===== config.mk =====
export PLATFORM = sky130hd
export DESIGN_NAME = resonator_dds_mul_sched
export DESIGN_NICKNAME = d
export VERILOG_FILES = /design/src/rtl/resonator_dds_mul_pkg.sv /design/src/rtl/resonator_dds_mul_rr_arb.sv /design/src/rtl/resonator_dds_mul_sched.sv
export SDC_FILE = /design/constraint.sdc
export NUM_CORES = 1
export LEC_CHECK = 0
export ABC_AREA = 1
export BUFFER_PORTS_ARGS = -buffer_cell sky130_fd_sc_hd__buf_2
export CORE_AREA = 2 2 98 100
export CTS_BUF_LIST = sky130_fd_sc_hd__clkbuf_8
export DETAILED_ROUTE_END_ITERATION = 6
export DIE_AREA = 0 0 100 102
export GPL_TIMING_DRIVEN = 0
export SYNTH_ARGS = -nofsm -noshare
export SYNTH_HDL_FRONTEND = slang
export SYNTH_SLANG_ARGS = --single-unit

===== constraint.sdc =====
create_clock -name clk -period 2.99 [get_ports clk]
set_input_delay 0.299 -clock clk [delete_from_list [all_inputs] [get_ports clk]]
set_output_delay 0.299 -clock clk [all_outputs]
set_load 0.01 [all_outputs]

===== src/rtl/resonator_dds_mul_pkg.sv =====
// Shared sizing and pipeline tag type for the resonator DDS multiplier scheduler.
package resonator_dds_mul_pkg;

  localparam int unsigned N_REQ = 4;
  localparam int unsigned A_W   = 16;
  localparam int unsigned B_W   = 18;
  localparam int unsigned P_W   = A_W + B_W;
  localparam int unsigned ID_W  = $clog2(N_REQ);

  typedef struct packed {
    logic            valid;
    logic [ID_W-1:0] id;
  } tag_t;

endpackage


===== src/rtl/resonator_dds_mul_rr_arb.sv =====
// Round-robin pick: the first requester at or after i_ptr, wrapping, wins.
module resonator_dds_mul_rr_arb #(
  parameter int unsigned N  = resonator_dds_mul_pkg::N_REQ,
  parameter int unsigned IW = resonator_dds_mul_pkg::ID_W
) (
  input  logic [N-1:0]  i_req,
  input  logic [IW-1:0] i_ptr,
  input  logic          i_en,
  output logic [N-1:0]  o_grant
);

  int unsigned w_idx;
  logic        w_found;

  always_comb begin
    o_grant = '0;
    w_found = 1'b0;
    w_idx   = 0;
    for (int unsigned k = 0; k < N; k++) begin
      w_idx = (int'(i_ptr) + k) % N;
      if (i_en && !w_found && i_req[w_idx[IW-1:0]]) begin
        o_grant[w_idx[IW-1:0]] = 1'b1;
        w_found                = 1'b1;
      end
    end
  end

endmodule


===== src/rtl/resonator_dds_mul_sched.sv =====
// Schedules N_REQ requesters onto one external 2-register multiplier and
// tags each product with its requester id so results come back in issue order.
module resonator_dds_mul_sched #(
  parameter int unsigned N_REQ = resonator_dds_mul_pkg::N_REQ,
  parameter int unsigned A_W   = resonator_dds_mul_pkg::A_W,
  parameter int unsigned B_W   = resonator_dds_mul_pkg::B_W,
  parameter int unsigned P_W   = resonator_dds_mul_pkg::P_W
) (
  input  logic                     clk,
  input  logic                     reset_n,
  input  logic [N_REQ-1:0]         req_valid,
  output logic [N_REQ-1:0]         req_ready,
  input  logic [N_REQ*A_W-1:0]     req_a,
  input  logic [N_REQ*B_W-1:0]     req_b,
  output logic                     mul_ce,
  output logic [A_W-1:0]           mul_a,
  output logic [B_W-1:0]           mul_b,
  input  logic [P_W-1:0]           mul_p,
  output logic                     rsp_valid,
  input  logic                     rsp_ready,
  output logic [P_W-1:0]           rsp_p,
  output logic [$clog2(N_REQ)-1:0] rsp_id,
  output logic                     busy
);

  import resonator_dds_mul_pkg::*;

  localparam int unsigned IdW = $clog2(N_REQ);

  logic [N_REQ-1:0] w_grant;
  logic             w_en;
  logic             w_xfer;
  logic [IdW-1:0]   w_gid;
  logic [IdW-1:0]   w_ptr_next;
  logic [IdW-1:0]   r_ptr;
  tag_t             r_tag1;
  tag_t             r_tag2;

  // A presented-but-unaccepted result freezes the multiplier and the tags together.
  assign mul_ce = !(r_tag2.valid && !rsp_ready);
  // Reset gating keeps req_ready low while reset_n is held.
  assign w_en   = mul_ce && reset_n;

  resonator_dds_mul_rr_arb #(
    .N  (N_REQ),
    .IW (IdW)
  ) u_arb (
    .i_req   (req_valid),
    .i_ptr   (r_ptr),
    .i_en    (w_en),
    .o_grant (w_grant)
  );

  assign req_ready = w_grant;
  assign w_xfer    = |(req_valid & w_grant);

  always_comb begin
    w_gid = '0;
    mul_a = '0;
    mul_b = '0;
    for (int unsigned i = 0; i < N_REQ; i++) begin
      if (w_grant[i]) begin
        w_gid = IdW'(i);
        mul_a = req_a[i*A_W +: A_W];
        mul_b = req_b[i*B_W +: B_W];
      end
    end
  end

  assign w_ptr_next = (w_gid == IdW'(N_REQ - 1)) ? '0 : w_gid + 1'b1;

  always_ff @(posedge clk or negedge reset_n) begin
    if (!reset_n) begin
      r_tag1 <= '0;
      r_tag2 <= '0;
      r_ptr  <= '0;
    end else if (mul_ce) begin
      r_tag1.valid <= w_xfer;
      r_tag1.id    <= w_gid;
      r_tag2       <= r_tag1;
      if (w_xfer) begin
        r_ptr <= w_ptr_next;
      end
    end
  end

  assign rsp_valid = r_tag2.valid;
  assign rsp_id    = r_tag2.id;
  assign rsp_p     = mul_p;
  assign busy      = r_tag1.valid || r_tag2.valid;

endmodule


* After elaboration in Yosys (flattened, before gate mapping) *
Cells that the tools add are included.

storage, ports and cells
  bits in registers = 8
  bits of input ports = 177
  output and inout bits = 77
  word-level logic and storage cells = 79

operators by class
  add/subtract/negate cells = 4
  $lt $le $gt $ge = 8
  eq/ne operators = 1
  muxes and demuxes = 35
  bitwise logic cells = 5
  reductions and logical operators = 21

operator list
  operator             number
  $mux 18              4
  $mux 16              4
  $mux 4               4
  $logic_and 1x1->1    13
  $lt 2x3->1 const B   4
  $mux 1               12
  $or 4x4->4           3
  $bmux 1 s2           4
  $demux 1 s2          4
  $ge 2x1->1 const B   4
  $mux 2               3
  $logic_not 1->1      5
  $add 2x1->2 const B  2
  $add 2x2->2 const B  2
  $and 4x4->4          1
  $reduce_or 4->1      1
  $eq 2x2->1 const B   1
  $reduce_and 2->1     1
  $logic_or 1x1->1     1
  $not 1->1            1

* Longest topological paths before layout *
Gate-level depths: netlist of the first run.

  depth in word-level cells = 23
  mapped depth = 16
  gate-level depth less buffers = 15

* Hierarchy *
A second synthesis of the first run with hierarchy kept.

second synthesis, totals
  cell total of the unflattened synthesis = 407
  area total of the unflattened synthesis = 2178.3 µm²

by module, submodules not included
  module                    instances  cells an instance  area an instance (µm²)  seq. area each (µm²)
  resonator_dds_mul_sched   1          341                1778.0                  200.2
  resonator_dds_mul_rr_arb  1          66                 400.4                   0.0

* Least setup slack after synthesis of the first run *
No wires, ideal clock.

  path type = register to output
  from = register r_ptr[0]
  to = output mul_a[10]
  data arrival time = 2.120 ns
  required time = 2.691 ns
  path slack = 0.571 ns
  stages on the path, launching flop included = 16
  buffers on the path = 2
  cells stage by stage = dfrtp_1 > inv_2 > ha_1 > inv_1 > nand3_1 > nand2_1 > inv_2 > nor2_8 > nand3_2 > nand3_2 > buf_6 > buf_8 > a21oi_2 > nand2_1 > nand2_1 > nand2_1

on the way
  elaborated cells between the ends (all ways) = 55
  those cells by class = add/sub (3); order compare (8); mux (27); bitwise (3); reduce/logical (14)

RTL lines
  what                                                 line                            RTL
  from (decl)                                          resonator_dds_mul_sched.sv:35   logic [IdW-1:0] r_ptr;
  from (signal assigned)                               resonator_dds_mul_sched.sv:82   r_ptr <= w_ptr_next;
  branches (longest 15 deep; another with $lt 2x3->1)  --
  $mux 4 *                                             resonator_dds_mul_rr_arb.sv:21  if (i_en && !w_found && i_req[w_idx[IW-1:0]]) begin
  named net req_ready[2]                               resonator_dds_mul_sched.sv:12   output logic [N_REQ-1:0] req_ready,
  $mux 16 * (2 in series)                              resonator_dds_mul_sched.sv:62   if (w_grant[i]) begin
  to (decl)                                            resonator_dds_mul_sched.sv:16   output logic [A_W-1:0] mul_a,

Mark *: on every way through the listed nets, which the timed path passes. The select of a mux whose other input is x is not followed.

* Worst setup path in the final report of the first run *
  from = register r_ptr[1]
  to = output mul_b[10]

on the way
  word-level cells in the longest chain between the ends = 20
  elaborated cells between the ends (all ways) = 55
  those cells by class = add/sub (3); order compare (8); mux (27); bitwise (3); reduce/logical (14)

RTL lines
  what                                                 line                            RTL
  branches (longest 15 deep; another with $lt 2x3->1)  --
  $mux 4 *                                             resonator_dds_mul_rr_arb.sv:21
  $mux 18 (3 in series)                                resonator_dds_mul_sched.sv:62
  $mux 18 *                                            resonator_dds_mul_sched.sv:62
  to (decl)                                            resonator_dds_mul_sched.sv:17   output logic [B_W-1:0] mul_b,

Every way passes the cells marked *. The select of a mux whose other input is x is not followed.

==> results of run 1 <==
## registers in the layout, indices dropped and copies added, names as in the netlist
register / count
rsp_valid: 1
r_ptr: 2
r_tag1: 3
rsp_id: 2
## cells in the mapped netlist (3+ instances only)
cell type,instances
a21oi_1,16
a21oi_2,19
buf_2,13
buf_4,40
buf_6,3
dfrtp_1,8
ha_1,7
inv_1,42
inv_2,4
nand2_1,181
nand3_1,82
nand3_2,6
nor2_1,3
nor2_2,3
o21ai_1,3
## metrics by stage
| stage | util (%) | hold WS, ns | setup TNS, ns | area (µm²) |
|---|---|---|---|---|
| final | 42.29 | 0.4522 | 0 | 3852 |
| after detailed placement | 40.29 | 0.1542 | -2.332 | 3670 |
| after global placement | 40.29 | 0.1484 | -1.013 | 3670 |
| after CTS | 41.52 | 0.4440 | 0 | 3782 |
| after floorplan | - | 0.003409 | 0 | 2435 |
| after global routing | 42.29 | 0.4804 | -0.08613 | 3852 |
## timing repair
action | in CTS | in global routing
buffers inserted | 4 | 5
hold endpoints to repair | 8 | 0
pin swaps | 1 | 3
endpoints found under the setup margin | 34 | 34
resized for setup | 12 | 11
hold buffers | 1 | 0
## worst max path at each step
stage             start         to  slack (ns)  depth (start not counted)
6_report       r_ptr[1]  mul_b[10]        0.23                         15
5_1_grt        r_ptr[1]   mul_b[0]       -0.02                         15
4_1_cts        r_ptr[1]  mul_b[10]        0.01                         16
3_5_place_dp   r_ptr[0]  mul_b[10]       -0.11                         14
3_3_place_gp   r_ptr[0]  mul_b[10]       -0.07                         14
2_1_floorplan  r_ptr[0]  mul_a[10]        0.57                         15
## critical path, stage by stage, from the launching register on
cell and delay, ns:
dfrtp_2 0.43, inv_2 0.10, ha_1 0.26, inv_1 0.09, nand3_2 0.11, nand2_2 0.09
inv_2 0.06, nor2_8 0.16, nand3_1 0.10, nand3_2 0.12, nand2b_1 0.07, inv_2 0.15
buf_4 0.20, nand3_1 0.08, nand2_1 0.09, buf_2 0.13
## power groups by stage
| stage | clock (mW) | sequential [mW] | combinational [mW] |
|---|---|---|---|
| after CTS | 0.129 | 0.188 | 2.91 |
| after detailed placement | 0 | 0.200 | 2.80 |
| final | 0.127 | 0.187 | 2.94 |
| after floorplan | 0 | 0.198 | 1.83 |
| after global routing | 0.138 | 0.192 | 3.32 |
| after global placement | 0 | 0.198 | 2.76 |
## cell families (layout without fill, tap and decap cells)
| group | Yosys count | count (layout) | share of synthesized area, % |
|---|---|---|---|
| adder cells (fa/ha/maj) | 7 | 7 | 3.597 |
| flip-flops | 8 | 8 | 8.222 |
| AO/OA/AOI/OAI | 39 | 39 | 11.05 |
| AND/OR/NAND/NOR | 285 | 285 | 52.11 |
| buffers and inverters | 106 | 338 | 25.03 |
## layout make-up
| type | count | share of cell area (%) |
|---|---|---|
| Multi-Input combinational cell | 331 | 42.68 |
| Timing Repair Buffer | 229 | 30.46 |
| Buffer | 58 | 12.18 |
| Sequential cell | 8 | 5.261 |
| Inverter | 48 | 4.742 |
| Tap cell | 111 | 3.605 |
| Clock buffer | 3 | 1.072 |
## routing by layer
metal	share of wire (%)	track usage (%)	routed length [µm]
met5	0	0	0
met1	44	23.97	4502
met3	6.6	1.505	671
met4	0.90	2.845	92
met2	48	32.38	4930
==> results.ini, run 1 <==
[setup_path]
worstReg2RegStart = r_ptr[1]
worst-path-max-fanout = 10
crit_path_end_kind = output port
reg2reg_to = r_ptr[1]
critical_path_class = flip-flop to output port
reg2reg_slack_ns = 0.76
startpoint_type = flip-flop
r2r_cells = 15
required_ns = 2.69
critPathArrivalTime_ns = 2.47

[clock_tree]
clock_latency_ns = 0.23
cts_root_buf = clkbuf_8
htreeDepth = 1
numCtsBuffers = 3
clk_pin_slew_ns = 0.04
cts_buffer_depth = 2
cts_tree = built
numClockSinks = 8

[logic_synthesis]
synthCells = 445
yosysSeqAreaShare_pct = 8.222
yosys-top-cells-area = nand2_1 (28%), nand3_1 (17%), buf_4 (12%), dfrtp_1 (8.2%), a21oi_2 (6.8%)
ys_ff_latch = 8
async_reset_ff_share_pct = 100.0
postSynthAreaPerCell_um2 = 5.472
yosysUniqueCellTypes = 25
synthFlopType = dfrtp_1
ys_warn_count = 0
yosys.area.top_type_share_pct = 27.90
netlist_area_um2 = 2435
synth-edff-count = 0
yosysTopAreaCell = nand2_1
synthesis.nets = 629

[die]
dieArea_um2 = 10200
core_area_um2 = 9109
initial_core_util_pct = 26.73
die_h_um = 102
rows = 35
chipWidth_um = 100
boundaryPins = 254

[timing]
max_freq_mhz = 361.7
worstMarginPinSlew_ns = 0.3582
slew_headroom_pct = 76.04
clock-skew-final_ns = 0.001758
setup_viol = 0
period_needed_ns = 2.765
maxSlewViolCount = 0
timing.final.crit_share_pct = 92.47
setup_slack_ns = 0.2252
finalHoldViolations = 0

[power_and_ir_drop]
cellLeakagePower_nw = 2.527
pwr-share-seq_pct = 5.7
pwr-share-comb_pct = 90.3
clockPowerShare_pct = 3.9
peakVddDrop_mv = 0.4618
switching_share_pct = 55.88
p_total_mw = 3.257
power_density_nw_per_um2 = 845.3
p_sw_mw = 1.820
internal_power_mw = 1.437

[cells_and_area]
num_antenna_cells = 0
final_common_cell = buf_2
regArea_um2 = 202.7
multiInputGateArea_um2 = 1644
mostFrequentLayoutCells = buf_2 (222), nand2_1 (180), nand3_1 (81)
syn_to_final_growth_pct = 58.22
nFillCells = 1022
nets = 863
layout-drive-gt1-share_pct = 49.34
instances_no_fill = 788

[placed_design]
globalplace.congestion = 0.8278
dp.cells = 775
hpwl_um = 8531
port_buffers = 219
dp_slack_ns = -0.1138

[detailed_routing]
firstDrtPassIters = 4
drc = 0
drtIter0Drc = 63
final_antenna_net_count = 0
wl_per_cell_um = 12.94
vias = 3482
via_per_inst = 4.419
drt_wl_total_um = 10200

[global_route]
grt_pass1_wl_um = 15010
grt_overflow = 0
grt_max_degree = 11
antenna_found_initial = 0
grt_pass1_vias = 3164
gr-usage-all-layers_pct = 17.99

[flow_run]
drv_cap = 0

[worst_hold_path]
min_to = rsp_valid
worstHoldPathCells = 4
holdCritPathClass = input port to flip-flop
min_from = rsp_ready

[run_status]
outcome = finished, final reports clean

Note: power is estimated with default switching activity, not from simulation.
==> inputs of run 2 (changes only) <==
- CORE_AREA: 2 2 98 100 -> 2 2 99 101
- DIE_AREA: 0 0 100 102 -> 0 0 101 103
- SYNTH_HIERARCHICAL: unset -> 1
- clock period: 2.99 -> 2.5 ns (I/O delays scaled with it)
==> run 2 against run 1 <==
The flow now finishes with violations (negative setup slack). Register-to-register slack got worse by 0.40 ns. Worst hold slack improved by 0.024 ns. Cell count decreased by 1.8%. Power increased by 24%. Clock power increased by 18%.
==> results.ini, run 2 <==
[run_status]
outcome = finished, violations left  ; was finished, final reports clean
violations = negative setup slack

[die]
chipWidth_um = 101  ; was 100 µm
dieArea_um2 = 10400  ; was 10,200 µm²
core_area_um2 = 9459  ; was 9109 µm²
rows = 36  ; was 35
initial_core_util_pct = 23.03  ; was 26.73%
boundaryPins = 254  ; unchanged
die_h_um = 103  ; was 102 µm

[cells_and_area]
nets = 846  ; was 863
final_common_cell = nand2_1  ; was buf_2
layout-drive-gt1-share_pct = 54.70  ; was 49.34%
mostFrequentLayoutCells = nand2_1 (227), buf_2 (216), buf_4 (58)  ; was buf_2 (222), nand2_1 (180), nand3_1 (81)
final_util_pct = 41.93  ; was 42.29%
syn_to_final_growth_pct = 82.08  ; was 58.22%
regMostFlops = r_tag1  ; unchanged
num_antenna_cells = 0  ; unchanged
largest_reg_flops = 3  ; unchanged

[setup_path]
startpoint_type = flip-flop  ; unchanged
reg2reg_to = r_ptr[0]  ; was r_ptr[1]
critPathArrivalTime_ns = 2.40  ; was 2.47 ns
worst-path-max-fanout = 6  ; was 10
critical_path_class = flip-flop to output port  ; unchanged
worstReg2RegStart = r_ptr[0]  ; was r_ptr[1]
reg2reg_slack_ns = 0.36  ; was 0.76 ns
r2r_cells = 15  ; unchanged
required_ns = 2.25  ; was 2.69 ns
crit_path_end_kind = output port  ; unchanged

[clock_tree]
cts_tree = built  ; unchanged
clk_pin_slew_ns = 0.04  ; about the same
htreeDepth = 1  ; unchanged
numCtsBuffers = 3  ; unchanged
clock_latency_ns = 0.22  ; was 0.23 ns
numClockSinks = 8  ; unchanged
cts_root_buf = clkbuf_8  ; unchanged
cts_buffer_depth = 2  ; unchanged

[logic_synthesis]
synthesis.nets = 591  ; was 629
async_reset_ff_share_pct = 100.0  ; unchanged
ys_ff_latch = 8  ; unchanged
yosys.area.top_type_share_pct = 40.84  ; was 27.90%
netlist_area_um2 = 2178  ; was 2435 µm²
yosysSeqAreaShare_pct = 9.190  ; was 8.222%
synth-edff-count = 0  ; unchanged
synthCells = 407  ; was 445
synthFlopType = dfrtp_1  ; unchanged
ys_top_cells_by_count = nand2_1 (237), nand3_1 (53), buf_4 (34)  ; was nand2_1 (181), nand3_1 (82), inv_1 (42)
postSynthAreaPerCell_um2 = 5.352  ; was 5.472 µm²
yosys-top-cells-area = nand2_1 (41%), nand3_1 (12%), buf_4 (12%), dfrtp_1 (9.2%), buf_6 (4.7%)  ; was nand2_1 (28%), nand3_1 (17%), buf_4 (12%), dfrtp_1 (8.2%), a21oi_2 (6.8%)
yosysUniqueCellTypes = 24  ; was 25
yosysTopAreaCell = nand2_1  ; unchanged
synth.most_common_cell = nand2_1  ; unchanged
ys_warn_count = 6  ; was 0

[power_and_ir_drop]
peakVddDrop_mv = 0.6129  ; was 0.4618 mV
cellLeakagePower_nw = 2.442  ; was 2.527 nW
power_density_nw_per_um2 = 1020  ; was 845.3 nW/µm²

[detailed_routing]
wl_per_cell_um = 13.60  ; was 12.94 µm
firstDrtPassIters = 4  ; unchanged
vias = 3410  ; was 3,482
drc = 0  ; unchanged
drtIter0Drc = 68  ; was 63
final_antenna_net_count = 0  ; unchanged
via_per_inst = 4.406  ; was 4.419
drt_wl_total_um = 10530  ; was 10,200 µm

[global_route]
antenna_found_initial = 0  ; unchanged
grt_max_degree = 11  ; unchanged
gr-usage-all-layers_pct = 17.76  ; was 17.99%
grt_pass1_vias = 3046  ; was 3,164
grt_overflow = 0  ; unchanged
grt_pass1_wl_um = 14770  ; was 15,010 µm

[timing]
setup_slack_ns = -0.1462  ; was 0.2252 ns
slew_headroom_pct = 74.55  ; was 76.04%
max_freq_mhz = 377.9
finalSetupTns_ns = -3.520  ; was 0 ns
worstMarginPinSlew_ns = 0.3804  ; was 0.3582 ns
finalHoldViolations = 0  ; unchanged
rsz0062_at_grt = true
timing.final.crit_share_pct = 105.8
period_needed_ns = 2.646
maxSlewViolCount = 0  ; unchanged
setup_viol = 34  ; was 0
clock-skew-final_ns = 0.002556  ; was 0.001758 ns

[placed_design]
globalplace.congestion = 0.8305  ; was 0.8278
port_buffers = 219  ; unchanged
hpwl_um = 7881  ; was 8531 µm

[worst_hold_path]
holdCritPathClass = input port to async pin  ; was input port to flip-flop

[flow_run]
drv_cap = 0  ; unchanged

[run 2: cell types whose count changed in the layout (fill, tap and decap cells not counted), sizes merged, moves of 12 or more]
cell and change:
nand3 -32, nand2 +59, inv -27, a21oi -32
buf +12
[run 2: worst max-delay path by stage]
stage                        start   endpoint  cells past startpoint
final                     r_ptr[0]   mul_a[6]                     16
after global routing      r_ptr[0]  mul_a[10]                     18
after CTS                 r_ptr[0]   mul_b[7]                     17
after detailed placement  r_ptr[1]   mul_a[4]                     14
after global placement    r_ptr[0]   mul_a[4]                     14
after floorplan           r_ptr[0]  mul_a[10]                     16
[run 2: layout make-up]
cell class	count	area (µm²)
repair buffers	248	1371
multi-input cells	329	1675
plain buffers	53	436.7
inverters	19	96.34
well taps	114	142.6
fillers	1055	5493
clock buffers	3	41.29
flip-flops and latches	8	202.7
[run 2: layer usage]
| layer | GRT usage, % | up-vias | wire length (µm) |
|---|---|---|---|
| met3 | 2.644 | 6 | 824 |
| met2 | 33.90 | 131 | 5536 |
| li1 | - | 1740 | - |
| met5 | 0 | - | 0 |
| met4 | 2.703 | 0 | 57 |
| met1 | 21.42 | 1533 | 4108 |
[run 2: stage by stage]
step,instance area [µm²],power [mW],worst slack (ns),std cells,hold WS [ns]
3_5_place_dp,3417,3.118,-0.5156,740,0.1080
6_report,3966,4.045,-0.1462,774,0.4763
4_1_cts,3928,4.035,-0.1573,773,0.4622
2_1_floorplan,2178,2.099,0.03213,407,-0.04559
5_1_grt,3966,4.438,-0.3065,774,0.4896
3_3_place_gp,3417,3.105,-0.4891,740,0.1020
[run 2: critical path: stages (launching register included)]
cell and delay (ns):
dfrtp_2 0.38, inv_4 0.05, buf_4 0.15, buf_4 0.15, ha_1 0.21, nand2_1 0.07
nand2_1 0.05, inv_1 0.06, nand3_2 0.11, buf_12 0.17, inv_8 0.06, nand2_8 0.06
nor2_8 0.20, buf_6 0.15, nand2_1 0.05, nand3_1 0.09, buf_2 0.15
[run 2: cells by family after synthesis]
| kind of cell | count (synthesis) | synth area share [%] |
|---|---|---|
| DFF | 8 | 9.190 |
| and+or+nand+nor | 312 | 62.09 |
| adders and majority gates | 7 | 4.020 |
| AOI/OAI and AO/OA | 8 | 2.815 |
| buffers and inverters | 72 | 21.88 |
[run 2: timing repair]
action,CTS,global route
gates cloned,9,0
setup endpoints to repair,37,34
hold buffers,1,0
hold endpoints to repair,8,0
gates resized for setup,71,8
pin swaps,14,1
buffers inserted,20,1
[run 2: report_power, final]
part / leakage, nW / switching (mW) / total, mW / internal [mW]
Clock: 0.0216 / 0.0465 / 0.150 / 0.104
Combinational: 2.32 / 2.08 / 3.68 / 1.59
Sequential: 0.101 / 0.0331 / 0.219 / 0.186
Total: 2.44 / 2.16 / 4.05 / 1.88
==> inputs of run 3 (changes only) <==
- REMOVE_ABC_BUFFERS: unset -> 1
==> run 3 against run 2 <==
The run still ends with negative setup slack left. Clock power is essentially flat. Worst hold slack lost 0.023 ns. Sequential share of layout area grew 0.067 points. First-iteration DRC count grew 100%. Utilization shrank 0.54 points. Register-to-register slack lost 0.18 ns. Critical path depth grew 1. Cell count shrank 9.4%. Die area is the same. Wire length grew 13%. Worst setup slack lost 0.046 ns. Clock skew shrank 0.0012 ns. Critical endpoint is now mul_b[16]. Largest power group unchanged. Highest routed layer unchanged.
==> results.ini, run 3 (same netlist as run 2, synthesis figures left out) <==
[run_status]
outcome = finished, violations left  ; unchanged
violations = negative setup slack  ; unchanged

[clock_tree]
htreeDepth = 1  ; unchanged
cts_buffer_depth = 2  ; unchanged
clk_pin_slew_ns = 0.04  ; about the same
numClockSinks = 8  ; unchanged
numCtsBuffers = 3  ; unchanged
cts_tree = built  ; unchanged
cts_root_buf = clkbuf_8  ; unchanged
clock_latency_ns = 0.22  ; about the same

[placed_design]
globalplace.congestion = 0.8300  ; was 0.8305
port_buffers = 185  ; was 219
hpwl_um = 7564  ; was 7881 µm
place_area_um2 = 2882  ; was 3417 µm²

[detailed_routing]
drtIter0Drc = 138  ; was 68
firstDrtPassIters = 5  ; was 4
final_antenna_net_count = 0  ; unchanged
wl_per_cell_um = 16.90  ; was 13.60 µm
vias = 3294  ; was 3,410
drt_wl_total_um = 11850  ; was 10,530 µm
drc = 0  ; unchanged
via_per_inst = 4.699  ; was 4.406

[timing]
timing.final.crit_share_pct = 107.7  ; was 105.8%
setup_viol = 34  ; unchanged
worstMarginPinSlew_ns = 0.5329  ; was 0.3804 ns
setup_slack_ns = -0.1927  ; was -0.1462 ns
maxSlewViolCount = 0  ; unchanged
finalSetupTns_ns = -5.365  ; was -3.520 ns
period_needed_ns = 2.693  ; was 2.646 ns
clock-skew-final_ns = 0.001331  ; was 0.002556 ns
finalHoldViolations = 0  ; unchanged
rsz0062_at_grt = true  ; unchanged
slew_headroom_pct = 64.47  ; was 74.55%
hold_ws_ns = 0.4530  ; was 0.4763 ns
max_freq_mhz = 371.4  ; was 377.9 MHz

[global_route]
antenna_found_initial = 0  ; unchanged
grt_max_degree = 20  ; was 11
gr-usage-all-layers_pct = 20.76  ; was 17.76%
grt_pass1_vias = 3082  ; was 3,046
grt_overflow = 0  ; unchanged
grt_pass1_wl_um = 16440  ; was 14,770 µm

[cells_and_area]
largest_reg_flops = 3  ; unchanged
mostFrequentLayoutCells = nand2_1 (204), buf_2 (168), nand3_2 (26)  ; was nand2_1 (227), buf_2 (216), buf_4 (58)
nFillCells = 1026  ; was 1,055
nets = 773  ; was 846
syn_to_final_growth_pct = 79.72  ; was 82.08%
layout-drive-gt1-share_pct = 55.54  ; was 54.70%
final_util_pct = 41.39  ; was 41.93%
final_common_cell = nand2_1  ; unchanged
num_antenna_cells = 0  ; unchanged
regMostFlops = r_tag1  ; unchanged
design_area_um2 = 3915  ; was 3966 µm²

[power_and_ir_drop]
pwr-share-comb_pct = 91.9  ; was 90.9%
internal_power_mw = 2.174  ; was 1.884 mW
clockPowerShare_pct = 3.3  ; was 3.7%
peakVddDrop_mv = 0.4836  ; was 0.6129 mV
cellLeakagePower_nw = 2.375  ; was 2.442 nW
p_sw_mw = 2.367  ; was 2.162 mW
pwr-share-seq_pct = 4.8  ; was 5.4%
switching_share_pct = 52.12  ; was 53.43%
power_density_nw_per_um2 = 1160  ; was 1020 nW/µm²

[setup_path]
startpoint_type = flip-flop  ; unchanged
worstReg2RegStart = r_ptr[0]  ; unchanged
critPathLaunch = r_ptr[0]  ; unchanged
required_ns = 2.25  ; about the same
worst-path-max-fanout = 8  ; was 6
crit_path_end_kind = output port  ; unchanged
critical_path_class = flip-flop to output port  ; unchanged
critPathArrivalTime_ns = 2.44  ; was 2.40 ns

[flow_run]
drv_cap = 0  ; unchanged

[die]
core_area_um2 = 9459  ; unchanged
chipWidth_um = 101  ; unchanged
initial_core_util_pct = 23.03  ; unchanged
rows = 36  ; unchanged
die_h_um = 103  ; unchanged
dieArea_um2 = 10400  ; unchanged
boundaryPins = 254  ; unchanged

[worst_hold_path]
min_from = req_valid[1]
holdCritPathClass = input port to flip-flop  ; was input port to async pin

run 3: final timing paths:
check                             to  slack, ns  depth (start not counted)
min in group asynchronous  r_tag1[2]       0.48                          2
max in group asynchronous   r_ptr[1]       1.73                          2
hold / removal             r_tag1[2]       0.45                          5
hold reg to reg            rsp_valid       0.47                          2
setup / recovery           mul_b[16]      -0.19                         17
setup reg to reg            r_ptr[0]       0.18                         16
run 3: area by class of cell:
cell class | count | area [µm²] | share of cell area [%]
timing repair inverter | 1 | 8.758 | 0.2237
sequential | 8 | 202.7 | 5.177
multi-input combinational | 333 | 1943 | 49.63
timing repair buffer | 223 | 1473 | 37.62
clock buffer | 3 | 41.29 | 1.055
inverter | 19 | 103.9 | 2.653
tap | 114 | 142.6 | 3.643
run 3: repair_timing:
item / 4_1_cts / 5_1_grt
cloned: 6 / 2
endpoints found under the hold margin: 8 / 0
pin swaps: 26 / 13
buffers inserted: 32 / 3
gates resized for setup: 80 / 43
setup endpoints to repair: 42 / 38
hold buffers: 1 / 0
run 3: power groups by stage:
stage / registers, mW / logic (mW) / clock network [mW]
after floorplan: 0.237 / 1.65 / 0
after global placement: 0.232 / 2.59 / 0
after detailed placement: 0.234 / 2.65 / 0
after CTS: 0.218 / 3.84 / 0.155
after global routing: 0.225 / 4.54 / 0.163
final: 0.218 / 4.17 / 0.149
run 3: metrics by stage:
| step | power, mW | worst slack, ns | instances |
|---|---|---|---|
| final | 4.542 | -0.1927 | 701 |
| after global routing | 4.926 | -0.2989 | 701 |
| after CTS | 4.217 | -0.1462 | 696 |
| after detailed placement | 2.882 | -1.901 | 654 |
| after global placement | 2.825 | -2.559 | 653 |
| after floorplan | 1.884 | -1.090 | 354 |
run 3: worst max-delay path, cell delays in order (launching register included):
cell       delay, ns
dfrtp_2         0.42
inv_4           0.07
ha_4            0.21
inv_4           0.06
nand3_4         0.08
nand2_2         0.08
inv_2           0.06
nor2_8          0.23
nand3_4         0.11
nand3_4         0.12
buf_16          0.15
inv_8           0.04
nand2_8         0.08
nor2_8          0.05
clkbuf_16       0.16
nand2_1         0.05
nand3_1         0.08
buf_2           0.15
run 3: layer usage:
| metal | part of all wire, % | wire [µm] | vias to the layer above | global-route usage (%) |
|---|---|---|---|---|
| li1 | - | - | 1600 | - |
| met1 | 40 | 4740 | 1488 | 25.41 |
| met2 | 48 | 5710 | 196 | 34.10 |
| met3 | 11 | 1352 | 10 | 9.017 |
| met4 | 0.37 | 44 | 0 | 3.742 |
| met5 | 0 | 0 | - | 2.404 |
